$ cat config.mk
export PLATFORM = sky130hd
export DESIGN_NAME = obj_table_flat
export DESIGN_NICKNAME = d
export VERILOG_FILES = /design/src/rtl/obj_table_pkg.sv /design/src/rtl/obj_table_if.sv /design/src/rtl/vsync_fall_sync.sv /design/src/rtl/obj_table.sv /design/src/flat_wrapper.sv
export SDC_FILE = /design/constraint.sdc
export NUM_CORES = 2
export LEC_CHECK = 0
export BUFFER_PORTS_ARGS = -buffer_cell sky130_fd_sc_hd__buf_2
export CELL_PAD_IN_SITES_DETAIL_PLACEMENT = 0
export CELL_PAD_IN_SITES_GLOBAL_PLACEMENT = 2
export CORE_MARGIN = 4
export CORE_UTILIZATION = 30
export CTS_CLUSTER_SIZE = 10
export DETAILED_ROUTE_END_ITERATION = 6
export GPL_TIMING_DRIVEN = 0
export PLACE_DENSITY = 0.61
export SYNTH_ARGS = -nofsm -noshare
export SYNTH_HDL_FRONTEND = slang
export SYNTH_SLANG_ARGS = --single-unit
$ cat constraint.sdc
create_clock -name clk -period 137.9 [get_ports clk]
set_clock_uncertainty 0.2 [all_clocks]
set_input_delay 20.685 -clock clk [delete_from_list [all_inputs] [get_ports clk]]
set_output_delay 20.685 -clock clk [all_outputs]
set_load 0.03 [all_outputs]
$ cat src/rtl/obj_table_pkg.sv
`default_nettype none
// ------------------------------------------------------------------
// obj_table_pkg : object word layout, shape/op codes, FSM states
// Rev 1.0
// ------------------------------------------------------------------
package obj_table_pkg;

  localparam int OBJ_BITS    = 66;
  localparam int MAX_ENTRIES = 16;
  localparam int LEN_W       = 6;

  // Object word field positions
  localparam int SHAPE_LSB  = 62;
  localparam int X_LSB      = 52;
  localparam int Y_LSB      = 42;
  localparam int WIDTH_LSB  = 32;
  localparam int HEIGHT_LSB = 22;
  localparam int RADIUS_LSB = 12;
  localparam int COLOR_LSB  = 0;

  localparam logic [11:0] COLOR_BLACK = 12'h000;
  localparam logic [11:0] COLOR_WHITE = 12'hfff;
  localparam logic [11:0] COLOR_RED   = 12'hf00;
  localparam logic [11:0] COLOR_GREEN = 12'h0f0;
  localparam logic [11:0] COLOR_BLUE  = 12'h00f;

  typedef enum logic [3:0] {
    SHAPE_NONE      = 4'd0,
    SHAPE_RECTANGLE = 4'd1,
    SHAPE_CIRCLE    = 4'd2,
    SHAPE_ROUNDRECT = 4'd3
  } shape_e;

  typedef enum logic [1:0] {
    OP_WRITE  = 2'd0,
    OP_CLEAR  = 2'd1,
    OP_COMMIT = 2'd2,
    OP_NOP    = 2'd3
  } cmd_op_e;

  typedef enum logic [1:0] {
    ST_IDLE       = 2'd0,
    ST_CLEAR      = 2'd1,
    ST_WAIT_FRAME = 2'd2
  } state_e;

  function automatic logic [OBJ_BITS-1:0] pack_obj(
    input shape_e      shape,
    input logic [9:0]  x,
    input logic [9:0]  y,
    input logic [9:0]  w,
    input logic [9:0]  h,
    input logic [9:0]  r,
    input logic [11:0] colour
  );
    return {shape, x, y, w, h, r, colour};
  endfunction

endpackage
`default_nettype wire

$ cat src/rtl/obj_table_if.sv
`default_nettype none
// ------------------------------------------------------------------
// obj_table_if : command bus (valid/ready plus error pulse)
// Rev 1.0
// ------------------------------------------------------------------
interface obj_table_if #(
  parameter int OBJ_WIDTH = 66,
  parameter int LEN_BITS  = 6
);
  logic                 cmd_valid;
  logic                 cmd_ready;
  logic [1:0]           cmd_op;
  logic [LEN_BITS-1:0]  cmd_idx;
  logic [OBJ_WIDTH-1:0] cmd_obj;
  logic                 err;

  modport master (
    output cmd_valid, cmd_op, cmd_idx, cmd_obj,
    input  cmd_ready, err
  );

  modport slave (
    input  cmd_valid, cmd_op, cmd_idx, cmd_obj,
    output cmd_ready, err
  );
endinterface
`default_nettype wire

$ cat src/rtl/vsync_fall_sync.sv
`default_nettype none
// ------------------------------------------------------------------
// vsync_fall_sync : 2-flop synchronizer with falling-edge pulse
// Rev 1.0
// ------------------------------------------------------------------
module vsync_fall_sync (
  input  logic clk,
  input  logic rst,
  input  logic vsync_in,
  output logic fall
);
  logic sync1_q, sync1_d;
  logic sync2_q, sync2_d;
  logic prev_q,  prev_d;

  always_comb begin
    sync1_d = vsync_in;
    sync2_d = sync1_q;
    prev_d  = sync2_q;
  end

  // Reset high so a low vsync at reset release is not seen as a fall
  always_ff @(posedge clk or posedge rst) begin
    if (rst) begin
      sync1_q <= 1'b1;
      sync2_q <= 1'b1;
      prev_q  <= 1'b1;
    end else begin
      sync1_q <= sync1_d;
      sync2_q <= sync2_d;
      prev_q  <= prev_d;
    end
  end

  assign fall = prev_q & ~sync2_q;
endmodule
`default_nettype wire

$ cat src/rtl/obj_table.sv
`default_nettype none
// ------------------------------------------------------------------
// obj_table : double-buffered object table, live copy on vsync fall
// Rev 1.0
// ------------------------------------------------------------------
module obj_table
  import obj_table_pkg::*;
#(
  parameter int OBJ_WIDTH = OBJ_BITS,
  parameter int MAX_LEN   = MAX_ENTRIES,
  parameter int LEN_BITS  = LEN_W
) (
  input  logic                           clk,
  input  logic                           rst,
  input  logic                           vsync,
  obj_table_if.slave                     cmd,
  output logic [OBJ_WIDTH*MAX_LEN-1:0]   obj_arr_packed,
  output logic [LEN_BITS-1:0]            arr_len,
  output logic                           commit_done
);
  localparam int                  IDX_W    = $clog2(MAX_LEN);
  localparam logic [LEN_BITS-1:0] LEN_MAX  = LEN_BITS'(MAX_LEN);
  localparam logic [IDX_W-1:0]    LAST_IDX = IDX_W'(MAX_LEN - 1);

  state_e                         state_q, state_d;
  logic [OBJ_WIDTH-1:0]           shadow_q [MAX_LEN];
  logic [OBJ_WIDTH-1:0]           shadow_d [MAX_LEN];
  logic [LEN_BITS-1:0]            shadow_len_q, shadow_len_d;
  logic [LEN_BITS-1:0]            arr_len_q, arr_len_d;
  logic [IDX_W-1:0]               clr_cnt_q, clr_cnt_d;
  logic [OBJ_WIDTH*MAX_LEN-1:0]   live_q, live_d;
  logic [OBJ_WIDTH*MAX_LEN-1:0]   shadow_flat;
  logic                           done_q, done_d;
  logic                           err_q, err_d;
  logic                           vs_fall;
  logic [LEN_BITS-1:0]            idx_plus1;

  vsync_fall_sync u_vsync (
    .clk      (clk),
    .rst      (rst),
    .vsync_in (vsync),
    .fall     (vs_fall)
  );

  for (genvar i = 0; i < MAX_LEN; i++) begin : g_flat
    assign shadow_flat[i*OBJ_WIDTH +: OBJ_WIDTH] = shadow_q[i];
  end

  assign idx_plus1 = cmd.cmd_idx + LEN_BITS'(1);

  always_comb begin
    state_d      = state_q;
    shadow_d     = shadow_q;
    shadow_len_d = shadow_len_q;
    arr_len_d    = arr_len_q;
    clr_cnt_d    = clr_cnt_q;
    live_d       = live_q;
    done_d       = 1'b0;
    err_d        = 1'b0;

    case (state_q)
      ST_IDLE: begin
        if (cmd.cmd_valid) begin
          case (cmd_op_e'(cmd.cmd_op))
            OP_WRITE: begin
              if (cmd.cmd_idx < LEN_MAX) begin
                shadow_d[cmd.cmd_idx[IDX_W-1:0]] = cmd.cmd_obj;
                if (idx_plus1 > shadow_len_q) begin
                  shadow_len_d = idx_plus1;
                end
              end else begin
                err_d = 1'b1;
              end
            end
            OP_CLEAR: begin
              clr_cnt_d = '0;
              state_d   = ST_CLEAR;
            end
            OP_COMMIT: state_d = ST_WAIT_FRAME;
            default: ;
          endcase
        end
      end

      ST_CLEAR: begin
        shadow_d[clr_cnt_q] = '0;
        clr_cnt_d           = clr_cnt_q + IDX_W'(1);
        if (clr_cnt_q == LAST_IDX) begin
          shadow_len_d = '0;
          state_d      = ST_IDLE;
        end
      end

      // Only a fall seen after the commit was accepted is used
      ST_WAIT_FRAME: begin
        if (vs_fall) begin
          live_d    = shadow_flat;
          arr_len_d = shadow_len_q;
          done_d    = 1'b1;
          state_d   = ST_IDLE;
        end
      end

      default: state_d = ST_IDLE;
    endcase
  end

  always_ff @(posedge clk or posedge rst) begin
    if (rst) begin
      state_q      <= ST_IDLE;
      for (int i = 0; i < MAX_LEN; i++) begin
        shadow_q[i] <= '0;
      end
      shadow_len_q <= '0;
      arr_len_q    <= '0;
      clr_cnt_q    <= '0;
      live_q       <= '0;
      done_q       <= 1'b0;
      err_q        <= 1'b0;
    end else begin
      state_q      <= state_d;
      shadow_q     <= shadow_d;
      shadow_len_q <= shadow_len_d;
      arr_len_q    <= arr_len_d;
      clr_cnt_q    <= clr_cnt_d;
      live_q       <= live_d;
      done_q       <= done_d;
      err_q        <= err_d;
    end
  end

  assign cmd.cmd_ready  = (state_q == ST_IDLE);
  assign cmd.err        = err_q;
  assign obj_arr_packed = live_q;
  assign arr_len        = arr_len_q;
  assign commit_done    = done_q;
endmodule
`default_nettype wire

$ cat src/flat_wrapper.sv
// flat-port wrapper written by rule: the top's interface ports become plain ports
module obj_table_flat import obj_table_pkg::*;
#(
  parameter int OBJ_WIDTH = OBJ_BITS,
  parameter int MAX_LEN   = MAX_ENTRIES,
  parameter int LEN_BITS  = LEN_W
)
  (clk, rst, vsync, obj_arr_packed, arr_len, commit_done, cmd_cmd_valid, cmd_cmd_op, cmd_cmd_idx, cmd_cmd_obj, cmd_cmd_ready, cmd_err);
  obj_table_if #(.OBJ_WIDTH(OBJ_WIDTH), .LEN_BITS(LEN_BITS)) cmd_i ();
  input  logic clk;
  input  logic rst;
  input  logic vsync;
  output logic [OBJ_WIDTH*MAX_LEN-1:0] obj_arr_packed;
  output logic [LEN_BITS-1:0] arr_len;
  output logic commit_done;
  input wire logic [$bits(cmd_i.cmd_valid)-1:0] cmd_cmd_valid;
  input wire logic [$bits(cmd_i.cmd_op)-1:0] cmd_cmd_op;
  input wire logic [$bits(cmd_i.cmd_idx)-1:0] cmd_cmd_idx;
  input wire logic [$bits(cmd_i.cmd_obj)-1:0] cmd_cmd_obj;
  output wire logic [$bits(cmd_i.cmd_ready)-1:0] cmd_cmd_ready;
  output wire logic [$bits(cmd_i.err)-1:0] cmd_err;
  assign cmd_i.cmd_valid = cmd_cmd_valid;
  assign cmd_i.cmd_op = cmd_cmd_op;
  assign cmd_i.cmd_idx = cmd_cmd_idx;
  assign cmd_i.cmd_obj = cmd_cmd_obj;
  assign cmd_cmd_ready = cmd_i.cmd_ready;
  assign cmd_err = cmd_i.err;
  obj_table #(.OBJ_WIDTH(OBJ_WIDTH), .MAX_LEN(MAX_LEN), .LEN_BITS(LEN_BITS)) u_core (.clk(clk), .rst(rst), .vsync(vsync), .cmd(cmd_i), .obj_arr_packed(obj_arr_packed), .arr_len(arr_len), .commit_done(commit_done));
endmodule
=== Yosys cells after proc, flatten, opt, wreduce, memory -nomap -nowiden ===
Cells that the tools add are included.

* Flip-flop bits (word level): 2,135
* Input bits: 78
* Output and inout bits: 1,065
* Logic and storage cells: 92

* $add $sub $neg: 2
* $lt $le $gt $ge: 6
* Equality and inequality tests: 13
* Muxes and demuxes: 29
* Bitwise logic cells: 6
* Reductions and logical operators: 10

{| class="wikitable"
|+ Operators by type and width
! cell !! number
|-
| 1056-bit 2-to-1 mux || 3
|-
| 1056-bit one-hot mux with 2 select lines || 1
|-
| 1056-bit bitwise AND || 1
|-
| 1056-bit bitwise mux || 1
|-
| 1056-bit NOT || 1
|-
| 66-bit demux with 4-bit select || 2
|-
| 66-bit 2-to-1 mux || 2
|-
| 6-bit 2-to-1 mux || 5
|-
| 6-bit one-hot mux with 2 select lines || 1
|-
| 5-bit greater-or-equal comparator (second input constant) || 2
|-
| 5-bit by 1-bit < comparator with 1-bit output (second input constant) || 2
|-
| 2-bit by 1-bit != test with 1-bit output (second input constant) || 5
|-
| 4-bit NOT with 5-bit output || 2
|-
| 4-bit 2-to-1 mux || 2
|-
| 4-bit one-hot mux with 2 select lines || 1
|-
| 4-bit AND reduction || 2
|-
| 6-bit by 1-bit adder with 6-bit output (second input constant) || 1
|-
| 6-bit > comparator || 1
|-
| 6-bit by 5-bit < comparator with 1-bit output (second input constant) || 1
|-
| 1-bit 2-to-1 mux || 6
|-
| 2-bit 2-to-1 mux || 3
|-
| 2-bit one-hot mux with 3 select lines || 1
|-
| 6-bit AND reduction || 1
|-
| 4-bit by 1-bit adder with 4-bit output (second input constant) || 1
|-
| other kinds (13) || 18
|}

=== Logic depth before layout (Yosys ltp) ===
* Word-level depth: 10
* Mapped depth: 10

=== Hierarchy ===
A second synthesis with hierarchy kept.

* Cells, all modules: 9,336
* Area, all modules: 82,546.7 um^2

{| class="wikitable"
|+ Modules (own cells, without submodules)
! module !! times used !! cells each !! area each (um^2) !! seq. area each (um^2)
|-
| obj_table || 1 || 9,331 || 82,450.3 || 53,351.2
|-
| vsync_fall_sync || 1 || 5 || 96.3 || 78.8
|}

=== Least setup slack after synthesis ===
Ideal clock, no wire load.

* Kind: input -> register
* Start: input port cmd_cmd_idx[0]
* End: register u_core.shadow_len_q[0]
* Arrival time: 22.902 ns
* Required time: 137.575 ns
* Setup slack: 114.673 ns
* Stages on the path: 9
* Cells stage by stage: ha_1 clkbuf_1 nand3_1 xnor2_1 ha_1 and4_1 and4_1 a311oi_4 mux2_2

* Cells in the longest elaborated chain, start to end: 6
* Elaborated cells between the ends (all ways): 11
* Those cells by class: add/sub: 1; order compare: 2; eq/ne: 2; mux: 5; reduce/logical: 1

{| class="wikitable"
|+ Ends and longest elaborated chain
! element !! line !! text
|-
| from (decl) || flat_wrapper.sv:18 || <nowiki>input wire logic [$bits(cmd_i.cmd_idx)-1:0] cmd_cmd_idx;</nowiki>
|-
| branches (longest 6 deep; another with 6-bit by 1-bit adder with 6-bit output) || - ||
|-
| to (signal assigned) || obj_table.sv:123 || <nowiki>shadow_len_q <= shadow_len_d;</nowiki>
|-
| to (decl) || obj_table.sv:28 || <nowiki>logic [LEN_BITS-1:0] shadow_len_q, shadow_len_d;</nowiki>
|}

Several ways; the timed one is not identified. The select of a mux whose other input is x is not followed.
A chain may end at the register's enable or synchronous reset.

=== Worst setup path in the final report ===
Same ends and word-level chain as after synthesis.

==> flow_summary.json <==
{
  "synthMuxAreaShare_pct": 14.5,
  "rsz0062_at_grt": "false",
  "drc": 0,
  "clk_latency_ns": 0.85,
  "cts_hold_buffers": 0,
  "instances_no_fill": 12200,
  "grt_overflow": 0,
  "grt_pass1_wl_um": 496000,
  "area_growth_pct": 22.1,
  "postCtsSetupBuffers": 0,
  "critPathMaxStageDelay_ns": 0.97,
  "core_um2": 274000,
  "drt_iter0_drc": 4098,
  "syn_avg_cell_area_um2": 11.8,
  "wl_per_cell_um": 29.2,
  "grt_use_total_pct": 24.4,
  "grt_pass1_vias": 61500,
  "min_period_over_period_pct": 17.2,
  "slew_headroom_pct": -2.30,
  "crit_family": "buffers and inverters",
  "fin_crit_ns": 23.74,
  "drt_pass1_iterations": 6,
  "hold_viol_final": 0,
  "setup_viol_count_final": 0,
  "ir_drop_mv": 0.00971,
  "tightest_slew_ns": 1.53,
  "synth-seq-area-share_pct": 64.5,
  "path_cells": "buf_2 -> ha_1 -> clkbuf_1 -> nand3_1 -> xnor2_1 -> ha_1 -> and4_1 -> and4_1 -> a311oi_4 -> mux2_2",
  "cts_tree": "done",
  "drv_cap": 2,
  "syn_nets": 7109,
  "h-tree-depth": 5,
  "ios": 1143,
  "nets": 8477,
  "final_max_slew_viol_count": 11,
  "cts_resized": 0,
  "status": "finished with violations",
  "drt-total-wl_um": 356000,
  "synth.ff_latch_count": 2135,
  "gp_congestion": 0.832,
  "start_util_pct": 30.2,
  "yosys_warnings": 0,
  "cts_root_buf": "clkbuf_16",
  "setup_tns_ns": 0,
  "antenna_found_initial": 43,
  "layout-drive-gt1-share_pct": 32.1,
  "clockBufferDepth": 4,
  "clock_sinks": 2135,
  "pre_cts_slack_ns": 113.24,
  "placed_cells": 11800,
  "dieWidth_um": 533,
  "hp-class": "reg2reg",
  "numCtsBuffers": 267,
  "clock.fmax_mhz": 42.1,
  "cp_data_arrival_time_ns": 24.26,
  "p_leak_uw": 0.0530,
  "critPathRequiredTime_ns": 138.42,
  "worstSetupEndpointType": "register",
  "violations": "max-capacitance violations, max-slew violations",
  "clk_pin_slew_ns": 0.06,
  "synth_top_family_by_area": "multiplexers",
  "grt_max_degree": 126,
  "io_buffers": 1076,
  "syn_area_um2": 82800,
  "die_h_um": 533,
  "drt-vias-per-instance": 4.91,
  "synth_cells": 7014,
  "timing.final.ws_setup_ns": 114.16,
  "synth-simple-area-share_pct": 13.1,
  "yosys.area_share.xor_xnor_pct": 0.0423,
  "synth-compound-area-share_pct": 4.05,
  "dieArea_um2": 285000,
  "critPathSlowestCell": "clkbuf_1",
  "synth_fa_ha_area_share_pct": 0.257,
  "powerDensity_nw_per_um2": 17.9,
  "cp_num_buf_inv": 2,
  "dpl.hpwl_um": 263000,
  "yosysUniqueCellTypes": 42,
  "startpoint_type": "primary input",
  "num_vias": 59900,
  "ant_nets": 0,
  "path_max_fanout": 10,
  "crit_type": "in2reg",
  "fp-row-count": 192
}
## registers in the layout, summed over array words and instances, names as in the netlist, 2 cells and up
register	count
u_core.state_q	2
u_core.clr_cnt_q	4
u_core.shadow_len_q	6
u_core.arr_len	6
u_core.shadow_flat	1056
u_core.obj_arr_packed	1056
## placed cells by master (no fill, tap or decap), types with 13 or more instances in the layout
cell type / Yosys / layout
nand2_1: 1468 / 1468
clkbuf_2: 0 / 31
clkbuf_8: 0 / 23
nand3_1: 1000 / 1000
buf_16: 0 / 18
buf_1: 116 / 116
clkbuf_16: 0 / 274
inv_1: 14 / 13
diode_2: 0 / 15
dfrtp_1: 2132 / 2132
buf_4: 33 / 33
buf_2: 239 / 1315
ha_1: 17 / 17
mux2_2: 994 / 994
o21ai_1: 428 / 428
mux2_1: 69 / 69
o21ai_0: 104 / 104
a22o_1: 69 / 69
clkbuf_1: 262 / 286
## final cells by class
class | count | area [um2]
Multi-Input combinational cell | 4215 | 26500
Buffer | 650 | 2900
Sequential cell | 2135 | 53400
Fill cell | 27400 | 173000
Clock buffer | 352 | 7380
Antenna cell | 15 | 37.5
Timing Repair Buffer | 1099 | 5970
Clock inverter | 22 | 287
Inverter | 14 | 60.1
Tap cell | 3686 | 4610
## layer usage
metal / share of wire [%] / track usage, % / vias up
met5: 0.018 / 0 / -
met4: 3.2 / 7.31 / 10
met3: 8.8 / 8.26 / 437
met2: 47 / 39.7 / 1902
met1: 41 / 30.8 / 31100
li1: - / - / 26400
## where the power goes
| group | switching (uW) | total, uW | internal (uW) | leakage (uW) |
|---|---|---|---|---|
| logic | 259 | 361 | 102 | 0.0201 |
| registers | 70.2 | 806 | 736 | 0.0292 |
| clock network | 272 | 645 | 374 | 0.00374 |
## final timing paths
| kind | to | depth (start not counted) | startpoint | slack, ns |
|---|---|---|---|---|
| min in group asynchronous | u_core.obj_arr_packed[528] | 2 | rst | 19.75 |
| worst min-delay path | u_core.u_vsync.prev_d | 0 | u_core.u_vsync.sync1_q | 0.16 |
| worst max register to register | u_core.shadow_flat[1003] | 8 | u_core.state_q[0] | 134.34 |
| worst max-delay path | u_core.shadow_len_q[0] | 10 | cmd_cmd_idx[0] | 114.16 |
| max in group asynchronous | u_core.obj_arr_packed[1018] | 7 | rst | 114.26 |
| worst min register to register | u_core.u_vsync.prev_d | 0 | u_core.u_vsync.sync1_q | 0.16 |
## cells by family after synthesis
kind of cell / after synthesis
adder cells (fa/ha/maj): 17
AND/OR/NAND/NOR: 2517
XOR/XNOR: 4
buffers and inverters: 664
flip-flops: 2135
AO/OA/AOI/OAI: 610
multiplexers: 1067
## synthesized netlist by cell type, drive strengths merged
cell / instances / area [um2]
dfrtp: 2132 / 53400
nand2: 1468 / 5510
mux2: 1063 / 12000
nand3: 1000 / 5000
o21ai: 532 / 2660
buf: 388 / 1880
clkbuf: 262 / 983
a22o: 69 / 604
ha: 17 / 213
inv: 14 / 52.6
and2: 9 / 56.3
and4: 9 / 78.8
nand4: 8 / 50.1
nor2: 5 / 18.8
mux2i: 4 / 40.0
nor2b: 4 / 25.0
a21o: 3 / 22.5
dfstp: 3 / 78.8
xnor2: 3 / 26.3
a21oi: 2 / 10.0
and4b: 2 / 20.0
and4bb: 2 / 25.0
nor4b: 2 / 17.5
a2111oi: 1 / 15.0
a22oi: 1 / 7.51
a311oi: 1 / 26.3
and3: 1 / 6.26
nand2b: 1 / 6.26
nand3b: 1 / 7.51
nand4b: 1 / 8.76
nor3: 1 / 5.00
nor3b: 1 / 12.5
nor4bb: 1 / 10.0
o22ai: 1 / 6.26
or2: 1 / 6.26
xor2: 1 / 8.76
## worst reg2reg max path, delay by kind of cell (launching register included)
| kind | cells | cell delay, ns |
|---|---|---|
| flip-flops | 1 | 0.43 |
| AO/OA/AOI/OAI | 1 | 0.19 |
| AND/OR/NAND/NOR | 3 | 1.28 |
| buffers and inverters | 4 | 1.41 |
## through the flow
stage	utilization, %	area [um2]	hold slack [ns]	power [uW]
floorplan	-	82800	0.145	1020
detailed placement	34.1	93400	0.148	1180
CTS	36.9	101000	0.158	1840
global route	36.9	101000	0.163	1900
global placement	33.9	92800	0.149	1180
finish	36.9	101000	0.157	1810
Note: power is estimated with default switching activity, not from simulation.
